**src/rtl/hazard_ctrl.sv**
```systemverilog
// Pipeline sequencer: stall/flush enables, EX operand forwarding, multi-cycle dmem hold FSM.
// Latency: all control outputs combinational from inputs and FSM state; state/counters update on clk.
// Backpressure: a pending data-memory access freezes F/D/E/M and bubbles WB until dmem_ready or timeout.
module hazard_ctrl #(
    parameter int MEM_TIMEOUT = 16,
    parameter int CNT_W       = 32
) (
    input  logic             clk,
    input  logic             rst_n,
    input  logic [4:0]       Rs1D,
    input  logic [4:0]       Rs2D,
    input  logic [4:0]       Rs1E,
    input  logic [4:0]       Rs2E,
    input  logic [4:0]       RdE,
    input  logic [4:0]       RdM,
    input  logic [4:0]       RdW,
    input  logic [1:0]       ResultSrcE,
    input  logic             RegWriteM,
    input  logic             RegWriteW,
    input  logic             PCSrcE,
    input  logic             MemReqM,
    input  logic             dmem_ready,
    output logic             dmem_req,
    output logic             StallF,
    output logic             StallD,
    output logic             StallE,
    output logic             StallM,
    output logic             FlushD,
    output logic             FlushE,
    output logic             FlushW,
    output logic [1:0]       ForwardAE,
    output logic [1:0]       ForwardBE,
    output logic             mem_err,
    output logic [CNT_W-1:0] stall_cycles
);

    typedef enum logic {
        RUN      = 1'b0,
        MEM_WAIT = 1'b1
    } state_t;

    localparam logic [7:0]       TIMEOUT = 8'(MEM_TIMEOUT);
    localparam logic [CNT_W-1:0] CNT_MAX = '1;
    localparam logic [1:0]       FWD_RF  = 2'b00;
    localparam logic [1:0]       FWD_WB  = 2'b01;
    localparam logic [1:0]       FWD_MEM = 2'b10;

    state_t           state_q, state_d;
    logic [7:0]       wait_cnt_q, wait_cnt_d;
    logic             mem_err_q, mem_err_d;
    logic [CNT_W-1:0] stall_cycles_q, stall_cycles_d;

    logic             lw_stall;
    logic             mem_hold;
    logic [1:0]       fwd_a, fwd_b;

    // Register x0 never forwards; the MEM stage holds the younger value so it wins.
    function automatic logic [1:0] fwd_sel(input logic [4:0] rs, input logic [4:0] rd_m,
                                           input logic wr_m, input logic [4:0] rd_w,
                                           input logic wr_w);
        if (wr_m && (rd_m != 5'd0) && (rd_m == rs))
            return FWD_MEM;
        else if (wr_w && (rd_w != 5'd0) && (rd_w == rs))
            return FWD_WB;
        else
            return FWD_RF;
    endfunction

    always_comb begin
        state_d        = state_q;
        wait_cnt_d     = wait_cnt_q;
        mem_err_d      = mem_err_q;
        stall_cycles_d = stall_cycles_q;
        mem_hold       = 1'b0;
        dmem_req       = 1'b0;
        StallF         = 1'b0;
        StallD         = 1'b0;
        StallE         = 1'b0;
        StallM         = 1'b0;
        FlushD         = 1'b0;
        FlushE         = 1'b0;
        FlushW         = 1'b0;

        fwd_a    = fwd_sel(Rs1E, RdM, RegWriteM, RdW, RegWriteW);
        fwd_b    = fwd_sel(Rs2E, RdM, RegWriteM, RdW, RegWriteW);
        lw_stall = (ResultSrcE == 2'b01) && (RdE != 5'd0) && ((RdE == Rs1D) || (RdE == Rs2D));

        case (state_q)
            RUN: begin
                dmem_req = MemReqM;
                // A miss stalls in the same cycle it is seen, before the FSM has moved.
                if (MemReqM && !dmem_ready) begin
                    mem_hold   = 1'b1;
                    state_d    = MEM_WAIT;
                    wait_cnt_d = 8'd1;
                end
            end
            MEM_WAIT: begin
                dmem_req = 1'b1;
                mem_hold = 1'b1;
                if (dmem_ready) begin
                    state_d    = RUN;
                    wait_cnt_d = 8'd0;
                end else if (wait_cnt_q == TIMEOUT) begin
                    state_d    = RUN;
                    wait_cnt_d = 8'd0;
                    mem_err_d  = 1'b1;
                end else begin
                    wait_cnt_d = wait_cnt_q + 8'd1;
                end
            end
            default: state_d = RUN;
        endcase

        // Memory hold freezes EX, so a pending branch/load-use is replayed once RUN resumes.
        if (mem_hold) begin
            StallF = 1'b1;
            StallD = 1'b1;
            StallE = 1'b1;
            StallM = 1'b1;
            FlushW = 1'b1;
        end else begin
            StallF = lw_stall;
            StallD = lw_stall;
            FlushE = lw_stall | PCSrcE;
            FlushD = PCSrcE;
        end

        ForwardAE = fwd_a;
        ForwardBE = fwd_b;
        if (!rst_n) begin
            dmem_req  = 1'b0;
            StallF    = 1'b0;
            StallD    = 1'b0;
            StallE    = 1'b0;
            StallM    = 1'b0;
            FlushD    = 1'b0;
            FlushE    = 1'b0;
            FlushW    = 1'b0;
            ForwardAE = FWD_RF;
            ForwardBE = FWD_RF;
        end

        if (StallF && (stall_cycles_q != CNT_MAX))
            stall_cycles_d = stall_cycles_q + 1'b1;
    end

    always_ff @(posedge clk or negedge rst_n) begin
        if (!rst_n) begin
            state_q        <= RUN;
            wait_cnt_q     <= 8'd0;
            mem_err_q      <= 1'b0;
            stall_cycles_q <= '0;
        end else begin
            state_q        <= state_d;
            wait_cnt_q     <= wait_cnt_d;
            mem_err_q      <= mem_err_d;
            stall_cycles_q <= stall_cycles_d;
        end
    end

    assign mem_err      = mem_err_q;
    assign stall_cycles = stall_cycles_q;

endmodule
```
**config.mk**
```make
export PLATFORM = sky130hd
export DESIGN_NAME = hazard_ctrl
export DESIGN_NICKNAME = d
export VERILOG_FILES = /design/src/rtl/hazard_ctrl.sv
export SDC_FILE = /design/constraint.sdc
export NUM_CORES = 1
export LEC_CHECK = 0
export CORE_AREA = 2 2 91 93
export CTS_CLUSTER_DIAMETER = 80
export DETAILED_ROUTE_END_ITERATION = 16
export DIE_AREA = 0 0 93 95
export PLACE_DENSITY = 0.6
export SYNTH_ARGS = -nofsm -noshare
export SYNTH_HDL_FRONTEND = slang
export SYNTH_SLANG_ARGS = --single-unit
```
**constraint.sdc**
```tcl
create_clock -name clk -period 2.4 [get_ports clk]
set_input_delay 0.24 -clock clk [delete_from_list [all_inputs] [get_ports clk]]
set_output_delay 0.24 -clock clk [all_outputs]
set_load 0.03 [all_outputs]
```
# Word level (Yosys, flattened, before mapping)
# Cells that the tools add are included.
dict set report word_totals {
  mem_bits_rw 0
  rom_bits 0
  in_bits 44
  latchBits 0
  regBits 42
  out_inout_bits 45
  n_memories 0
}
dict set report op_classes {
  muxes 25
  magnitude_cmp 0
  n_mul 0
  addsub 2
  n_reduce_logical 16
  div 0
  n_bitwise 3
  n_eq_ne 10
  shifts 0
}
# cell n
set op_table {}
lappend op_table {{$add A32 B1 Y32 const B} 1}
lappend op_table {{$ne A32 B32 Y1 const B} 1}
lappend op_table {{$eq A5 B5 Y1} 6}
lappend op_table {{$mux W8} 3}
lappend op_table {{$pmux W8 S2} 1}
lappend op_table {{$reduce_bool A5 Y1} 3}
lappend op_table {{$mux W1} 14}
lappend op_table {{$logic_and A1 B1 Y1} 10}
lappend op_table {{$add A8 B1 Y8 const B} 1}
lappend op_table {{$eq A8 B5 Y1 const B} 1}
lappend op_table {{$mux W2} 4}
lappend op_table {{$pmux W1 S2} 3}
lappend op_table {{$reduce_and A3 Y1} 1}
lappend op_table {{$eq A2 B1 Y1 const B} 1}
lappend op_table {{$ne A2 B2 Y1 const B} 1}
lappend op_table {{$not A1 Y1} 2}
lappend op_table {{$logic_not A1 Y1} 1}
lappend op_table {{$logic_or A1 B1 Y1} 1}
lappend op_table {{$or A1 B1 Y1} 1}

# Depth between registers and ports, before layout
dict set report logic_depth {
  depth_word 7
  depth_mapped 9
}

# Worst setup path after synthesis
# Ideal clock, no wire load.
dict set report synth_path {
  path_type {reg-to-reg}
  startpoint {register stall_cycles_q[0] (netlist: stall_cycles[0])}
  endpoint {register stall_cycles_q[13] (netlist: stall_cycles[13])}
  n_path_buf 1
  required_ps 2262
  setup_time_ps 138
  arrival_ps 2238
  path_stages_with_launch 9
  path_slack_ps 24
  cell_sequence {dfrtp_1 -> ha_1 -> nand4_1 -> or3_4 -> o32a_1 -> o21ai_2 -> buf_6 -> nor3_1 -> xor2_1}
}
dict set report synth_between {
  elab_chain_cells 2
  word_cells_on_any_way 3
  cone_classes {add/sub: 1; eq/ne: 1; reduce/logical: 1}
}
# element line_no
set synth_rtl {}
lappend synth_rtl {{start, declared} 51} ;# logic [CNT_W-1:0] stall_cycles_q, stall_cycles_d;
lappend synth_rtl {{start signal, assigned} 158} ;# stall_cycles_q <= stall_cycles_d;
lappend synth_rtl {{branches (longest 2 deep; another with $add A32 B1 Y32)} n/a}
# Parallel ways; which one is timed is not known.
# A chain may end at the register's enable or synchronous reset.

# Worst setup path in the final report
dict set report layout_path {
  startpoint {input port rst_n}
  endpoint {output port ForwardAE[0]}
}
dict set report layout_between {
  elab_chain_cells 1
}
# element line_no
set layout_rtl {}
lappend layout_rtl {{start, declared} 9} ;# input logic rst_n,
lappend layout_rtl {{$mux W2} 131} ;# if (!rst_n) begin
lappend layout_rtl {{end, declared} 31} ;# output logic [1:0] ForwardAE,
# Every way passes these cells.

==> results.yml <==
sta:
  skew_ns: 0.01631
  setup_viol_count_final: 0
  worst_slack_ns: 0.1237
  min_period_ns: 2.276
  rsz0062_at_grt: "false"
  fmax_mhz: 439.3
  maxSlewHeadroom_pct: 62.77
  hold_viol: 0
  finalCritPeriodShare_pct: 94.84
  final_max_slew_viol_count: 0
  tightest_slew_ns: 0.5542
clocking:
  ctsHtreeMaxLevel: 2
  cts_tree: "yes"
  root_buffer: "clkbuf_8"
  insertion_delay_ns: 0.30
  cts_buffers: 5
  clkSinkCount: 42
  clkTransAtPathRegs_ns: 0.09
  post_cts_buffers: 0
  clk_path_buf_depth: 2
global_routing:
  grt-ovfl-total: 0
  antenna_found_initial: 0
  grt_pass1_wl_mm: 10.75
  grt_max_degree: 26
  grt_usage_pct: 15.15
  grt_pass1_vias: 2288
worst_setup_path:
  worstPathMaxFanout: 6
  worst_setup_path_start_kind: "primary input"
  reg2reg_depth: 8
  worstPathRequired_ns: 2.16
  timing.rr.start: "wait_cnt_q[0]"
  end_kind: "output pin"
  arrival_ns: 2.04
  reg2reg_slack_ns: 0.15
  cp-startpoint: "rst_n"
  worst-setup-path-type: "in -> out"
  rr_endpoint: "wait_cnt_q[4]"
logic_synthesis:
  synth.distinct_cells: 42
  yosys.area.top_type: "dfrtp_1"
  async_flop_share_pct: 100.0
  synth_fp_nets: 310
  yosys.area.top_type_share_pct: 41.44
  synth.most_common_cell: "dfrtp_1"
  synth_area_leaders: "dfrtp_1 (41%), xnor2_1 (12%), xor2_1 (9.7%), nand4_1 (3.2%), nand3_1 (3.0%)"
  ys_seq_area_share_pct: 41.44
  ys_ff_latch: 42
  avgSynthCellArea_um2: 9.643
  yosys_warnings: 0
  synth_area_um2: 2536
  synth_ff_type: "dfrtp_1"
  syn_inst: 263
  synth_enable_flop_cells: 0
  synthTopCellsByCount: "dfrtp_1 (42), xnor2_1 (34), xor2_1 (28)"
routing:
  remaining_drc_errors: 0
  wl_per_cell_um: 13.54
  drt_iter0_drc: 54
  ant_nets: 0
  dr.pass1.iters: 4
  routed_wl_mm: 6.592
  via_per_inst: 4.676
  vias: 2277
placement:
  dpl.cell_count: 478
  dpl.hpwl_mm: 5.111
  pre_cts_ws_ns: -0.1158
  place_congestion: 0.7472
  io_buffers: 88
hold_path:
  hold_path_depth: 1
  min_delay_worst_endpoint: "mem_err"
  holdCritStartpoint: "mem_err"
  hp-class: "reg -> reg"
pwr:
  switching_power_mw: 0.5665
  p_int_mw: 1.208
  ir_drop_mv: 0.3769
  p_leak_nw: 1.631
  switching_share_pct: 31.93
  clkPwrFrac_pct: 27.2
  comb_power_share_pct: 28.4
  cellPowerDensity_nw_per_um2: 466.8
  p_seq_share_pct: 44.4
final_layout:
  nFillCells: 769
  area_delta_synth_final_pct: 49.88
  n_antenna_cell: 0
  final_nets: 428
  fin_cells: 487
  final_layout_size_suffix_gt1_share_pct: 14.66
floorplanning:
  io_pins: 89
  die_x_um: 93
  rows: 33
  dieArea_um2: 8835
  die_y_um: 95
  core_um2: 7928
  initial_core_util_pct: 31.99
job:
  drv_cap: 0
run_status:
  outcome: "completed"
## worst max-delay path by stage
stage,to,slack [ns],depth (start not counted)
after global placement,ForwardBE[1],-0.12,6
after detailed placement,ForwardBE[1],-0.12,6
final,ForwardAE[0],0.12,6
after CTS,StallD,0.07,9
after global routing,ForwardAE[0],0.0001,6
after floorplan,stall_cycles[13],0.02,8
## logic make-up after synthesis
kind of cell             Yosys count  synth area share [%]
flip-flops                        42                 41.44
XOR/XNOR                          62                 21.41
multiplexers                       1                0.3947
AO/OA/AOI/OAI                     26                 6.611
adder cells (fa/ha/maj)            3                 1.480
AND/OR/NAND/NOR                  114                 25.36
buffers and inverters             15                 3.305
## final cells by class
cell class	count	area (um2)	share of cell area, %
Multi-Input combinational cell	206	1418	37.29
Inverter	8	30.03	0.7900
Clock inverter	3	23.77	0.6254
Timing Repair Buffer	118	1079	28.37
Clock buffer	5	68.82	1.810
Tap cell	105	131.4	3.456
Sequential cell	42	1051	27.65
## state kept, by name, indices dropped and copies added (netlist names)
name,count
wait_cnt_q,8
mem_err,1
state_q,1
stall_cycles,32
## timing repair
action | in CTS | in global routing
gates resized for setup | 2 | 3
hold endpoints to repair | 17 | 0
setup endpoints to repair | 2 | 3
hold buffers | 1 | 0
## cell usage in the layout, fill, tap and decap left out, types with 2 or more instances in the layout
cell             synthesis  final
a21oi_1                  4      3
nor4_1                   7      7
nor3_1                   8      8
or4_1                    4      4
and4_1                   2      2
o21ai_0                 11     11
ha_1                     3      3
clkbuf_8                 0      5
nand2_1                 18     18
nand4_1                 13     13
clkdlybuf4s50_1          0     76
xnor2_1                 34     34
or3_1                    3      3
dfrtp_1                 42     42
o22ai_1                  2      2
dlygate4sd2_1            0      2
and3_1                   8      8
nor2_1                  16     16
buf_4                    3     38
nand3_1                 15     15
nand2b_1                 5      5
inv_1                    8      8
xor2_1                  28     28
clkinvlp_4               0      2
and2_1                   6      6
## critical path, stage by stage
cell and delay, ns:
dlygate4sd3_1 0.52, buf_2 0.20, o211ai_1 0.13, or4_1 0.54
nor4_1 0.20, buf_4 0.21
## metal layers
metal  global-route usage [%]  share of wire [%]
met5                        0                  0
met4                    3.676               0.68
met3                    3.591                5.7
met2                    25.54                 46
met1                    19.73                 48
## power groups by stage
stage,Combinational [mW],Clock (mW),Sequential (mW)
floorplan,0.175,0,0.868
global placement,0.502,0,0.800
detailed placement,0.503,0,0.799
CTS,0.507,0.497,0.787
global route,0.550,0.529,0.795
finish,0.504,0.483,0.787
## metrics by stage
step	power, mW	hold WS (ns)	TNS (ns)	util (%)	cell area [um2]
5_1_grt	1.874	0.5104	0	47.95	3801
4_1_cts	1.791	0.4839	0	47.74	3785
2_1_floorplan	1.043	-0.05559	0	-	2536
3_3_place_gp	1.302	0.2953	-0.2256	46.48	3685
3_5_place_dp	1.302	0.3044	-0.2251	46.48	3685
6_report	1.774	0.4808	0	47.95	3801
Note: power is estimated with default switching activity, not from simulation.
